File: src/rtl/wall_drawer.sv
// Wall pixel streamer: on each accepted start, erases the previously drawn
// wall column (if any), then draws the new one with a hole cut out, one
// pixel per cycle. All outputs are registered from next-state values, so the
// first pixel of a pass is presented in the cycle right after acceptance.
//
// state | meaning
// IDLE  | waiting for start; outputs quiet
// ERASE | scanning prev_x column block with background colour
// DRAW  | scanning cur_x column block, wall colour except inside the hole
// DONE  | single-cycle done pulse, then back to IDLE
module wall_drawer #(
  parameter int         WALL_WIDTH  = 4,
  parameter int         SCREEN_W    = 160,
  parameter int         SCREEN_H    = 120,
  parameter int         HOLE_H      = 50,
  parameter logic [2:0] WALL_COLOUR = 3'b010,
  parameter logic [2:0] BG_COLOUR   = 3'b000
) (
  input  logic       clk,
  input  logic       reset,
  input  logic       start,
  input  logic [7:0] wall_x,
  input  logic [6:0] hole_y,
  output logic [7:0] x_out,
  output logic [6:0] y_out,
  output logic [2:0] colour,
  output logic       plot,
  output logic       busy,
  output logic       done
);

  typedef enum logic [1:0] {IDLE, ERASE, DRAW, DONE} state_t;

  state_t     state, state_nx;
  logic [7:0] col, col_nx;
  logic [6:0] row, row_nx;
  logic [7:0] cur_x, cur_x_nx;
  logic [6:0] cur_hole, cur_hole_nx;
  logic [7:0] prev_x, prev_x_nx;
  logic       prev_valid, prev_valid_nx;

  logic [7:0] x_nx;
  logic [6:0] y_nx;
  logic [2:0] colour_nx;
  logic       plot_nx, busy_nx, done_nx;

  logic       col_last, last_pix;
  logic [7:0] base;
  logic [8:0] x_sum;
  logic [7:0] hole_end;
  logic       in_hole;

  assign col_last = (col == 8'(WALL_WIDTH - 1));
  assign last_pix = col_last && (row == 7'(SCREEN_H - 1));

  // Next-state, scan counters and pass bookkeeping
  always_comb begin
    state_nx      = state;
    col_nx        = col;
    row_nx        = row;
    cur_x_nx      = cur_x;
    cur_hole_nx   = cur_hole;
    prev_x_nx     = prev_x;
    prev_valid_nx = prev_valid;
    case (state)
      IDLE: begin
        if (start) begin
          cur_x_nx    = wall_x;
          cur_hole_nx = hole_y;
          col_nx      = '0;
          row_nx      = '0;
          state_nx    = prev_valid ? ERASE : DRAW;
        end
      end
      ERASE, DRAW: begin
        if (last_pix) begin
          col_nx = '0;
          row_nx = '0;
          if (state == ERASE) begin
            state_nx = DRAW;
          end else begin
            prev_x_nx     = cur_x;
            prev_valid_nx = 1'b1;
            state_nx      = DONE;
          end
        end else if (col_last) begin
          col_nx = '0;
          row_nx = row + 7'd1;
        end else begin
          col_nx = col + 8'd1;
        end
      end
      DONE: state_nx = IDLE;
      default: state_nx = IDLE;
    endcase
  end

  // Pixel presented next cycle, derived from the upcoming scan position.
  // The hole bound is formed at 8 bits so a low hole simply runs off-screen.
  always_comb begin
    base      = (state_nx == ERASE) ? prev_x : cur_x_nx;
    x_sum     = {1'b0, base} + {1'b0, col_nx};
    hole_end  = {1'b0, cur_hole_nx} + 8'(HOLE_H);
    in_hole   = ({1'b0, row_nx} >= {1'b0, cur_hole_nx}) && ({1'b0, row_nx} < hole_end);
    x_nx      = '0;
    y_nx      = '0;
    colour_nx = BG_COLOUR;
    plot_nx   = 1'b0;
    busy_nx   = 1'b0;
    done_nx   = 1'b0;
    case (state_nx)
      ERASE, DRAW: begin
        x_nx      = x_sum[7:0];
        y_nx      = row_nx;
        plot_nx   = (x_sum < 9'(SCREEN_W));
        busy_nx   = 1'b1;
        colour_nx = ((state_nx == DRAW) && !in_hole) ? WALL_COLOUR : BG_COLOUR;
      end
      DONE: done_nx = 1'b1;
      default: ;
    endcase
  end

  // State, counters and registered outputs
  always_ff @(posedge clk or posedge reset) begin
    if (reset) begin
      state      <= IDLE;
      col        <= '0;
      row        <= '0;
      cur_x      <= '0;
      cur_hole   <= '0;
      prev_x     <= '0;
      prev_valid <= 1'b0;
      x_out      <= '0;
      y_out      <= '0;
      colour     <= BG_COLOUR;
      plot       <= 1'b0;
      busy       <= 1'b0;
      done       <= 1'b0;
    end else begin
      state      <= state_nx;
      col        <= col_nx;
      row        <= row_nx;
      cur_x      <= cur_x_nx;
      cur_hole   <= cur_hole_nx;
      prev_x     <= prev_x_nx;
      prev_valid <= prev_valid_nx;
      x_out      <= x_nx;
      y_out      <= y_nx;
      colour     <= colour_nx;
      plot       <= plot_nx;
      busy       <= busy_nx;
      done       <= done_nx;
    end
  end

endmodule

File: config.mk
export PLATFORM = sky130hd
export DESIGN_NAME = wall_drawer
export DESIGN_NICKNAME = d
export VERILOG_FILES = /design/src/rtl/wall_drawer.sv
export SDC_FILE = /design/constraint.sdc
export NUM_CORES = 1
export LEC_CHECK = 0
export ABC_CLOCK_PERIOD_IN_PS = 4220
export CELL_PAD_IN_SITES_DETAIL_PLACEMENT = 1
export CELL_PAD_IN_SITES_GLOBAL_PLACEMENT = 1
export CORE_ASPECT_RATIO = 2
export CORE_MARGIN = 1.5
export CORE_UTILIZATION = 28
export DETAILED_ROUTE_END_ITERATION = 8
export PLACE_DENSITY_LB_ADDON = 0.1
export SLEW_MARGIN = 40
export SYNTH_ARGS = -nofsm -noshare
export SYNTH_HDL_FRONTEND = slang
export SYNTH_SLANG_ARGS = --single-unit
File: constraint.sdc
create_clock -name clk -period 4.22 [get_ports clk]
set_input_delay 1.055 -clock clk [delete_from_list [all_inputs] [get_ports clk]]
set_output_delay 1.055 -clock clk [all_outputs]
set_load 0.03 [all_outputs]
# Word-level counts from Yosys, hierarchy flattened

Cells that the tools add are included.

Memory bits (read-only): 0
Memory bits (writable): 0
Logic and storage cells: 62
Memories kept: 0
Flip-flop bits (word level): 62
Bits of input ports: 18
Latch bits: 0
Output and inout port bits: 21

Mux-type cells: 25
Add/subtract/negate cells: 4
Equality and inequality tests: 8
Reduce and logical (&&, ||, !) cells: 8
Multiply operators: 0
Shifts and indexed selects: 0
Div/mod/pow operators: 0
Bitwise logic cells: 1
$lt $le $gt $ge: 3

Operator list:

| cell                  | count |
|---|---|
| $mux W8               | 7 |
| $mux W7               | 6 |
| $pmux W8 S2           | 1 |
| $pmux W7 S2           | 1 |
| $mux W2               | 5 |
| $add A8 B8 Y9         | 1 |
| $lt A9 B8 Y1 const B  | 1 |
| $add A7 B6 Y8 const B | 1 |
| $add A8 B1 Y8 const B | 1 |
| $eq A2 B2 Y1 const B  | 4 |
| $eq A8 B2 Y1 const B  | 1 |
| $lt A7 B8 Y1          | 1 |
| $add A7 B1 Y7 const B | 1 |
| $eq A7 B7 Y1 const B  | 1 |
| $ge A7 B7 Y1          | 1 |
| $pmux W2 S3           | 1 |
| $eq A2 B1 Y1 const B  | 2 |
| $mux W1               | 4 |
| $reduce_or A2 Y1      | 2 |
| $logic_and A1 B1 Y1   | 3 |
| $reduce_and A3 Y1     | 1 |
| $logic_not A2 Y1      | 1 |
| $logic_not A1 Y1      | 1 |
| $not A1 Y1            | 1 |

# Longest topological paths before layout

Gate-level depths: netlist of the first run.

Depth after elaboration: 10
Gate-level depth with buffers: 18
Gate-level depth less buffers: 16

# Worst setup path after synthesis of the first run

OpenSTA, ideal clock, no wires.

Path kind: reg-to-reg
Start: register col[0]
End: register plot
Cell stages (with the launch flop): 18
Setup time: 0.094 ns
Buffers on the path: 2
Data arrival time: 4.101 ns
Setup slack: 0.025 ns
Data required time: 4.126 ns
Clock period less this slack: 4.195 ns
Cells stage by stage: dfrtp_1 > ha_1 > or3b_2 > clkbuf_1 > nor4_4 > o211ai_1 > o21ai_0 > ha_1 > clkbuf_1 > mux2_2 > ha_1 > inv_1 > fa_1 > nor2b_1 > o31a_1 > o21a_1 > o211a_1 > a211oi_1

Longest elaborated chain between the ends: 9
Elaborated cells on any way between the ends: 16
Those cells by class: add/sub: 2; order compare: 1; eq/ne: 3; mux: 8; reduce/logical: 2

Ends and longest elaborated chain:

| element                 | RTL line | RTL |
|---|---|---|
| start, declared         | 35       | `logic [7:0] col, col_nx;` |
| start signal, assigned  | 142      | `col <= col_nx;` |
| $eq A8 B2 Y1 (*)        | 53       | `assign col_last = (col == 8'(WALL_WIDTH - 1));` |
| $logic_and A1 B1 Y1 (*) | 54       | `assign last_pix = col_last && (row == 7'(SCREEN_H - 1));` |
| $mux W2 (*)             | 76       | `if (last_pix) begin` |
| $pmux W2 S3 (*)         | 65       | `case (state)` |
| net state_nx[0]         | 34       | `state_t state, state_nx;` |
| $eq A2 B1 Y1            | 101, 111 |  |
| $mux W8                 | 101      | `base = (state_nx == ERASE) ? prev_x : cur_x_nx;` |
| $add A8 B8 Y9           | 102      | `x_sum = {1'b0, base} + {1'b0, col_nx};` |
| $lt A9 B8 Y1            | 115      | `plot_nx = (x_sum < 9'(SCREEN_W));` |
| $mux W1 (*)             | 111      | `case (state_nx)` |
| net plot_nx             | 45       | `logic plot_nx, busy_nx, done_nx;` |
| end signal, assigned    | 151      | `plot <= plot_nx;` |
| end, declared           | 27       | `output logic plot,` |

The timed path passes the listed nets; every way through them passes the cells marked *.
A chain may end at the register's enable or synchronous reset.

# Worst setup path after layout of the first run

Start: register col[4]
End: register plot

Same word-level chain as after synthesis.

==> results.py, run 1 <==
metrics = {
    "outcome": {
        "status": "completed",
    },
    "synthesis": {
        "yosysTopAreaCell": "dfrtp_1",
        "synth-simple-area-share_pct": 14.2,
        "synth-seq-cells": 60,
        "synth-adder-area-share_pct": 11.5,
        "syn_area_um2": 3430,
        "synth_compound_area_share_pct": 14.1,
        "ys_seq_area_share_pct": 43.7,
        "async_reset_ff_share_pct": 100,
        "postSynth.topFlopCell": "dfrtp_1",
        "yosysMostFrequentCell": "dfrtp_1",
        "yosysTopAreaCellShare_pct": 43.7,
        "synth_xor_area_share_pct": 2.04,
        "synth_top_family_by_area": "simple AND/OR/NAND/NOR gates",
        "synth_cell_types": 49,
        "synthesis.instances": 331,
        "synthTopCellsByArea": "dfrtp_1 44%, ha_1 11%, mux2_2 8.2%",
        "synthMuxAreaShare_pct": 10.5,
        "synth_common_cells": "60 x dfrtp_1, 30 x ha_1, 25 x mux2_2, 23 x o21ai_0, 22 x nand2_1",
        "synth_edf_count": 0,
        "syn_area_per_cell_um2": 10.4,
        "yosysWarnings": 0,
    },
    "floorplan": {
        "die_w_um": 81.3,
        "core_um2": 12100,
        "die_area_um2": 13000,
        "rows": 57,
        "die_y_um": 160,
        "boundaryPins": 39,
        "initial_core_util_pct": 28.5,
    },
    "setup_path": {
        "crit_cells": 15,
        "critPathKind": "flip-flop to flip-flop",
        "crit_fanout": 6,
        "cp_cell_sequence": "or4_1 > nor4_4 > o21ai_0 > o21ai_1 > inv_1 > ha_4 > mux2_2 > ha_1 > inv_1 > fa_1 > nor2b_1 > o31a_1 > o31a_1 > o21ai_0 > a211oi_1",
        "crit_end": "plot",
        "slowest_stage": "or4_1",
        "slowest_delay_ps": 630,
        "cp_top_family": "simple AND/OR/NAND/NOR gates",
        "reg2reg_slack_ps": 310,
        "crit_arrival_ps": 4140,
        "cp_data_required_time_ps": 4450,
        "crit_buf_inv": 2,
        "worstSetupStartpointType": "flip-flop",
        "cp-end-kind": "flip-flop",
        "ff2ff_path_depth": 15,
        "setup.worst_path.start": "col[4]",
        "crit-reg2reg-launch": "col[4]",
        "timing.rr.end": "plot",
    },
    "detailed_routing": {
        "ant_nets": 0,
        "drc": 0,
        "viasPerCell": 5.00,
        "drt-total-wl_um": 9730,
        "drt_iter0_drc": 77,
        "wire_per_inst_um": 17.9,
        "dr.pass1.iters": 4,
        "vias": 2714,
    },
    "power": {
        "p_leak_nw": 2.06,
        "total_power_mw": 2.81,
        "power_frac_seq_pct": 27.9,
        "power-per-cell-area_nw_per_um2": 634,
        "ir_drop_v": 0.000259,
        "p_sw_mw": 1.07,
        "netSwitchingFraction_pct": 38.2,
        "clockPowerShare_pct": 24.6,
        "combPwrFrac_pct": 47.5,
        "intPower_mw": 1.74,
    },
    "placement": {
        "portBuffers": 36,
        "place_ws_ps": -128,
        "place_area_um2": 4140,
        "dp_hpwl_um": 7730,
        "place_congestion": 0.777,
        "place_inst": 529,
    },
    "timing": {
        "max_slew_margin_pct": 53.1,
        "drv_slew": 0,
        "final.setup.worst_slack_ps": 314,
        "period_needed_ps": 3910,
        "fin_skew_ps": 5.53,
        "tightest_slew_ps": 694,
        "period_share_pct": 92.6,
        "hold_violations": 0,
        "rsz0062_at_grt": "false",
        "clock.fmax_ghz": 0.256,
        "hold_ws_ps": 491,
        "setup_violations": 0,
        "tns_ps": 0,
    },
    "clock_tree": {
        "path_clk_slew_ps": 50,
        "cts_tree": "built",
        "cts_setup_buffers": 0,
        "cts_max_level": 3,
        "worstSkewPairLatency_ps": 330,
        "cts_sinks": 60,
        "root_buffer": "clkbuf_16",
        "numCtsBuffers": 9,
        "clockBufferDepth": 2,
    },
    "cells_and_area": {
        "fin_area_um2": 4430,
        "drive_gt1_share_pct": 18.7,
        "syn_to_final_growth_pct": 29.0,
        "final_util_pct": 36.7,
        "antenna_cells": 0,
        "fillers": 1369,
        "fin_nets": 442,
        "instances_no_fill": 543,
    },
    "global_routing": {
        "antenna_found_initial": 0,
        "grt_pass1_vias": 2965,
        "grt_overflow": 0,
        "grt_start_max_net_pins": 35,
        "grtUsageTotal_pct": 16.4,
        "grt_first_pass_wirelength_um": 15500,
    },
    "job": {
        "cap_violations": 0,
    },
    "worst_hold_path": {
        "min_from": "prev_valid",
        "hold_class": "flip-flop to flip-flop",
    },
}
## timing repair
item	CTS	global route
hold buffers	0	0
resized for setup	0	5
setup endpoints to repair	0	4
## flip-flops by register name (all words and copies together), names as in the netlist
register,flops
busy,1
col,8
colour,1
cur_hole,7
cur_x,8
done,1
plot,1
prev_valid,1
prev_x,8
row,7
state,2
x_out,8
y_out,7
## cell families (layout without fill, tap and decap cells)
kind of cell    Yosys count  count (layout)
buf+inv                  32              96
other cells               1               2
simple gates             91              91
mux                      33              33
xor+xnor                  8               8
fa+ha+maj                31              31
compound gates           75              75
flops                    60              60
## layout make-up
cell class	count	area, um^2	share of cell area [%]
Multi-Input combinational cell	240	1820	41.2
Sequential cell	60	1500	33.9
Timing Repair Buffer	62	568	12.8
Clock buffer	12	267	6.02
Tap cell	147	184	4.15
Inverter	20	75.1	1.69
Clock inverter	2	10.0	0.226
## placed cells by master (no fill, tap or decap), types with 2 or more instances in the layout
cell type	netlist	routed
a211oi_1	3	3
a21o_1	3	3
a21oi_1	13	13
a22oi_1	3	3
a31oi_1	2	2
and2_1	3	3
and3_1	3	3
buf_4	2	25
clkbuf_16	0	9
clkbuf_8	0	3
clkdlybuf4s50_1	0	36
clkinv_2	0	2
conb_1	1	2
dfrtp_1	60	60
ha_1	30	29
inv_1	20	19
mux2_2	25	25
mux2i_1	8	8
nand2_1	22	22
nand2b_1	3	3
nand3_1	12	12
nand3b_1	2	2
nor2_1	17	17
nor2b_1	7	7
nor3_1	9	9
nor4_1	3	3
o211ai_1	6	6
o21a_1	6	6
o21ai_0	23	21
o31a_1	2	2
o31ai_1	6	6
or4_1	2	2
xnor2_1	6	6
xor2_1	2	2
## worst min path at each step
stage / to / cells past startpoint
5_1_grt: prev_valid / 1
3_3_place_gp: prev_valid / 1
4_1_cts: prev_valid / 1
3_5_place_dp: prev_valid / 1
6_report: prev_valid / 1
2_1_floorplan: prev_valid / 1
## power by group through the flow
stage	Combinational, mW	Clock, mW	Sequential (mW)
after floorplan	0.783	0	0.870
after global placement	1.34	0	0.791
after detailed placement	1.36	0	0.794
after CTS	1.37	0.707	0.787
after global routing	1.50	0.730	0.800
final	1.34	0.690	0.784
## metal layers
metal,global-route usage [%],vias to the layer above,wire length [um]
li1,-,1306,-
met1,14.8,1359,3240
met2,33.3,32,6090
met3,2.97,17,181
met4,6.35,0,222
met5,0,-,0
No activity file was read; power rests on OpenSTA's default activity.
==> run 2: changes to the inputs <==
- SKIP_CTS_REPAIR_TIMING: unset -> 1
==> results of run 2 <==
No change in the layout: final DEF, timing and power equal those of run 1.
==> run 3: changes to the inputs <==
- GPL_ROUTABILITY_DRIVEN: unset -> 0
==> results of run 3 <==
No change in the layout: final DEF, timing and power equal those of run 1.
==> RTL change 1, RTL diff (config.mk and constraints of run 3) <==
`HOLE_H`: 50 -> 37.
--- a/src/rtl/wall_drawer.sv
+++ b/src/rtl/wall_drawer.sv
@@ -13,5 +13,5 @@
   parameter int         SCREEN_W    = 160,
   parameter int         SCREEN_H    = 120,
-  parameter int         HOLE_H      = 50,
+  parameter int         HOLE_H      = 37,
   parameter logic [2:0] WALL_COLOUR = 3'b010,
   parameter logic [2:0] BG_COLOUR   = 3'b000
Check against the original RTL: same outputs for any inputs over 10 cycles, from zero or initial values and one cycle with reset high; that may be too few to reach the edited logic, so the function may still have changed.
==> RTL change 1 against run 3 <==
  * Sequential cell count did not move
  * Cell area is 3.8% higher
  * Worst setup slack gained 16 ps
  * Routed wire length increased by 1.4%
  * Die area grew 1.3%
  * Area after synthesis up 1.4%
  * Power grew 9.6%
==> RTL change 1: results <==
[global_route]
antenna_found_initial = 0
grt_pass1_vias = 3073
grt_pass1_wl_mm = 16.0
grt_start_max_net_pins = 61
track_usage = 0.167

[synthesis]
synth-compound-area-share = 0.157
yosys.area_share.xor_xnor = 0.0226
yosys_warnings = 0
synth_top_cells_by_area = "dfrtp_1, ha_1, mux2_2"
async_reset_ff_frac = 1.00
synth.area.mux_share = 0.107
synth_fa_ha_area_frac = 0.121
ys_seq_area_frac = 0.431
synth.avg_cell_area_um2 = 10.7
yosys-top-cells-count = "dfrtp_1, ha_1, o21ai_0"
yosysUniqueCellTypes = 53

[final_layout]
multi_input_area_um2 = 1880
fillers = 1393
inv_count = 21
seqCellArea_um2 = 1500
clkbuf_count = 9
nets = 452
buf_share = 0.140
synthToLayoutAreaGrowth_pct = 32.1
diodes = 0
clock_area_frac = 0.0688
num-multi-input-gates = 236
buffers = 73
drive_gt1_frac = 0.217

[clocking]
h-tree-depth = 3

[setup_path]
arrival_ps = 4110
cpMaxStageDelayCell = "or4b_1"
critical_path.top_delay_family = "compound AO/OA/AOI/OAI gates"
startpoint = "col[0]$_DFF_PP0_"
rrSetupSlack_ps = 330
rr_worst_depth = 14
max_stage_delay_ps = 560
worst-path-max-fanout = 5

[power]
p_total_mw = 3.08
p_leak_nw = 2.21
clkPwrFrac = 0.255
p_int_mw = 1.92
ir_drop_mv = 0.227
pg_comb_mw = 1.50

[routing]
dr_wl_met2_mm = 6.00
drtIter0Drc = 67
top_layer_used = "met4"
routedWlPerCell_um = 17.9
met1Wirelength_mm = 3.37
routed_wl_mm = 9.88
routed_via_density = 4.95
wl_met3_um = 172

[sta]
fin_crit_ps = 3890
fin_skew_ps = 7.73
max-slew-margin-rel = 0.586

[placed_design]
placed_cell_area_um2 = 4250
dp_hpwl_mm = 7.76
placedCellCount = 536
post-place-ws_ps = -298

[status]
status = "finished, final reports clean"
==> RTL change 1: cell types whose count changed after synthesis, moves of 3 or more <==
cell	run 3	this run
a21o_1	3	7
and3_1	3	7
clkbuf_1	9	6
mux2_2	25	18
mux2_4	0	8
mux2i_1	8	5
nand3_1	12	6
nor2_1	17	11
nor3_1	9	6
o31ai_1	6	0
==> RTL change 1: worst min-delay path by stage <==
stage	end	startpoint	depth (start not counted)	slack, ps
detailed placement	prev_valid$_DFFE_PP0P_	prev_valid$_DFFE_PP0P_	1	480
global placement	prev_valid$_DFFE_PP0P_	prev_valid$_DFFE_PP0P_	1	460
CTS	prev_valid$_DFFE_PP0P_	prev_valid$_DFFE_PP0P_	1	500
finish	prev_valid$_DFFE_PP0P_	prev_valid$_DFFE_PP0P_	1	480
global route	prev_valid$_DFFE_PP0P_	prev_valid$_DFFE_PP0P_	1	520
floorplan	prev_valid$_DFFE_PP0P_	prev_valid$_DFFE_PP0P_	1	440
==> RTL change 1: kinds of logic (layout without fill, tap and decap cells) <==
family	after synthesis	count (layout)
XOR/XNOR	9	9
buffers and inverters	31	110
AND/OR/NAND/NOR	77	77
multiplexers	31	31
other	1	2
adder cells (fa/ha/maj)	33	33
flip-flops	60	60
AO/OA/AOI/OAI	84	84
==> RTL change 1: worst register-to-register path, stage by stage, from the launching register on <==
cell and delay [ps]:
dfrtp_1 370, ha_1 180, or4b_1 560, nor2_8 130
and2_4 170, o211ai_1 130, o21ai_2 200, ha_4 200
buf_4 130, mux2_2 330, ha_1 290, and3_1 190
a221oi_1 400, a21oi_1 140, a2111oi_2 380
==> RTL change 1: routing by layer <==
metal / GRT usage / up-vias
li1: - / 1322
met1: 0.160 / 1365
met2: 0.320 / 32
met3: 0.0335 / 17
met4: 0.0824 / 0
met5: 0 / -
==> RTL change 2, RTL diff (flow settings as in run 3) <==
Made on the original files. Reset style: synchronous (`reset`), changed in one clocked block.
--- a/src/rtl/wall_drawer.sv
+++ b/src/rtl/wall_drawer.sv
@@ -123,5 +123,5 @@
 
   // State, counters and registered outputs
-  always_ff @(posedge clk or posedge reset) begin
+  always_ff @(posedge clk) begin
     if (reset) begin
       state      <= IDLE;
Function: differs if reset is asserted again (counterexample within 4 cycles, from zero or initial values and one cycle with reset high); with reset held inactive, the same outputs for 10 cycles.
==> RTL change 2 against run 3 <==
  * Cell area decreased by 6.8%
  * Area after synthesis decreased by 5.8%
  * Clock skew increased by 2.0 ps
  * Via count decreased by 0.33%
  * Worst setup slack got worse by 39 ps
  * First-iteration DRC count unchanged
  * Routed wire length decreased by 8.7%
  * Core utilization decreased by 0.19 points
  * Sequential cell count unchanged
  * Synthesized cell count increased by 12%
  * Critical path type unchanged
  * Critical endpoint is now plot$_SDFF_PP0_
Power is not compared: it rests on default switching activity, and its combinational part moved more than twofold at a synthesized area within 25%.
==> RTL change 2: results <==
[placed_design]
port_buffers = 36
dp_hpwl_mm = 6.93
post-place-ws_ps = -22.6
placed_cell_area_um2 = 3820
placedCellCount = 548

[synthesis]
syn_inst = 371
yosys-top-cells-count = "dfxtp_1, nor2_1, ha_1, mux2i_1, inv_1"
yosys_warnings = 0
yosysUniqueCellTypes = 50
synth_fa_ha_area_frac = 0.122
synth-compound-area-share = 0.133
synth_top_cells_by_area = "dfxtp_1, ha_1, mux2i_1"
yosys.area_share.xor_xnor = 0.0244
async_reset_ff_frac = 0
synth.area.mux_share = 0.0998
ys_seq_area_frac = 0.371

[status]
status = "finished, final reports clean"

[global_route]
grt_pass1_vias = 2903
grt_start_max_net_pins = 43
track_usage = 0.159
grt_pass1_wl_mm = 14.7

[routing]
routed_wl_mm = 8.89
drtIter0Drc = 77
routedWlPerCell_um = 15.8
vias = 2705

[setup_path]
arrival_ps = 4160
rrSetupSlack_ps = 270
rr_worst_depth = 16
rr_startpoint = "col[0]$_SDFF_PP0_"
r2r-end = "plot$_SDFF_PP0_"
worst-path-max-fanout = 5

[worst_hold_path]
hold_path_depth = 2
worstHoldEndpoint = "prev_x[5]$_SDFFE_PP0P_"
hold_path.startpoint = "prev_x[5]$_SDFFE_PP0P_"

[final_layout]
fillers = 1349
nets = 466
seqCellArea_um2 = 1200
drive_gt1_frac = 0.107

[sta]
fin_skew_ps = 7.57
worst_slew_pin_slew_ps = 613
timing.hold.ws_ps = 493
==> RTL change 2: changes by cell type in the layout (fill, tap and decap cells not counted), moves of 5 or more <==
cell,before,now
mux2i_1,8,30
dfrtp_1,60,0
mux2_2,25,2
dfxtp_1,0,60
inv_1,19,26
nor2_1,17,54
buf_4,25,13
o211ai_1,6,1
nor2b_1,7,18
nand3_1,12,6
==> RTL change 2: worst max-delay path, cell delays in order, from the launching register on <==
cell,delay [ps]
dfxtp_1,380
ha_1,230
or3b_2,500
nor2_1,150
nand2_1,140
mux2i_1,210
a22oi_2,110
inv_1,140
ha_4,200
mux2i_1,320
ha_1,350
o21a_1,210
o31a_1,120
or2_2,290
a211oi_1,270
a211o_1,140
a21oi_1,60
==> RTL change 2: how the worst max path moves through the flow <==
stage,start,to,slack (ps),depth (start not counted)
final,col[0]$_SDFF_PP0_,plot$_SDFF_PP0_,270,16
after global placement,start,plot$_SDFF_PP0_,130,15
after floorplan,col[0]$_SDFF_PP0_,plot$_SDFF_PP0_,270,19
after detailed placement,start,plot$_SDFF_PP0_,-20,16
after global routing,col[0]$_SDFF_PP0_,plot$_SDFF_PP0_,6,18
after CTS,col[0]$_SDFF_PP0_,plot$_SDFF_PP0_,100,18
==> RTL change 2: kinds of logic (layout without fill, tap and decap cells) <==
kind of cell | Yosys count | count (layout)
AOI/OAI and AO/OA | 67 | 67
xor gates and xnor gates | 9 | 9
adders and majority gates | 31 | 31
buffers and inverters | 42 | 91
DFF | 60 | 60
muxes | 32 | 32
other | 1 | 2
and+or+nand+nor | 129 | 129
==> RTL change 2: routing by layer <==
metal  part of all wire  wire [um]  global-route usage  vias to the layer above
met3              0.022        195              0.0334                        9
li1                   -          -                   -                     1362
met5                  0          0                   0                        -
met4              0.019        170              0.0643                        0
met2               0.56       5000               0.296                       36
met1               0.40       3530               0.168                     1298
==> RTL change 2: layout make-up <==
class | instances | area share
Multi-Input combinational cell | 270 | 0.455
Inverter | 26 | 0.0237
Clock inverter | 4 | 0.0121
Clock buffer | 11 | 0.0588
Timing Repair Buffer | 50 | 0.116
Tap cell | 142 | 0.0431
Sequential cell | 60 | 0.291
==> RTL change 2: power by group through the flow <==
stage                     clock network (mW)  registers (mW)  logic [mW]
after floorplan                            0           0.619       0.129
after global placement                     0           0.605       0.228
after detailed placement                   0           0.606       0.230
after CTS                              0.756           0.594       0.231
after global routing                   0.781           0.595       0.250
final                                  0.733           0.594       0.226
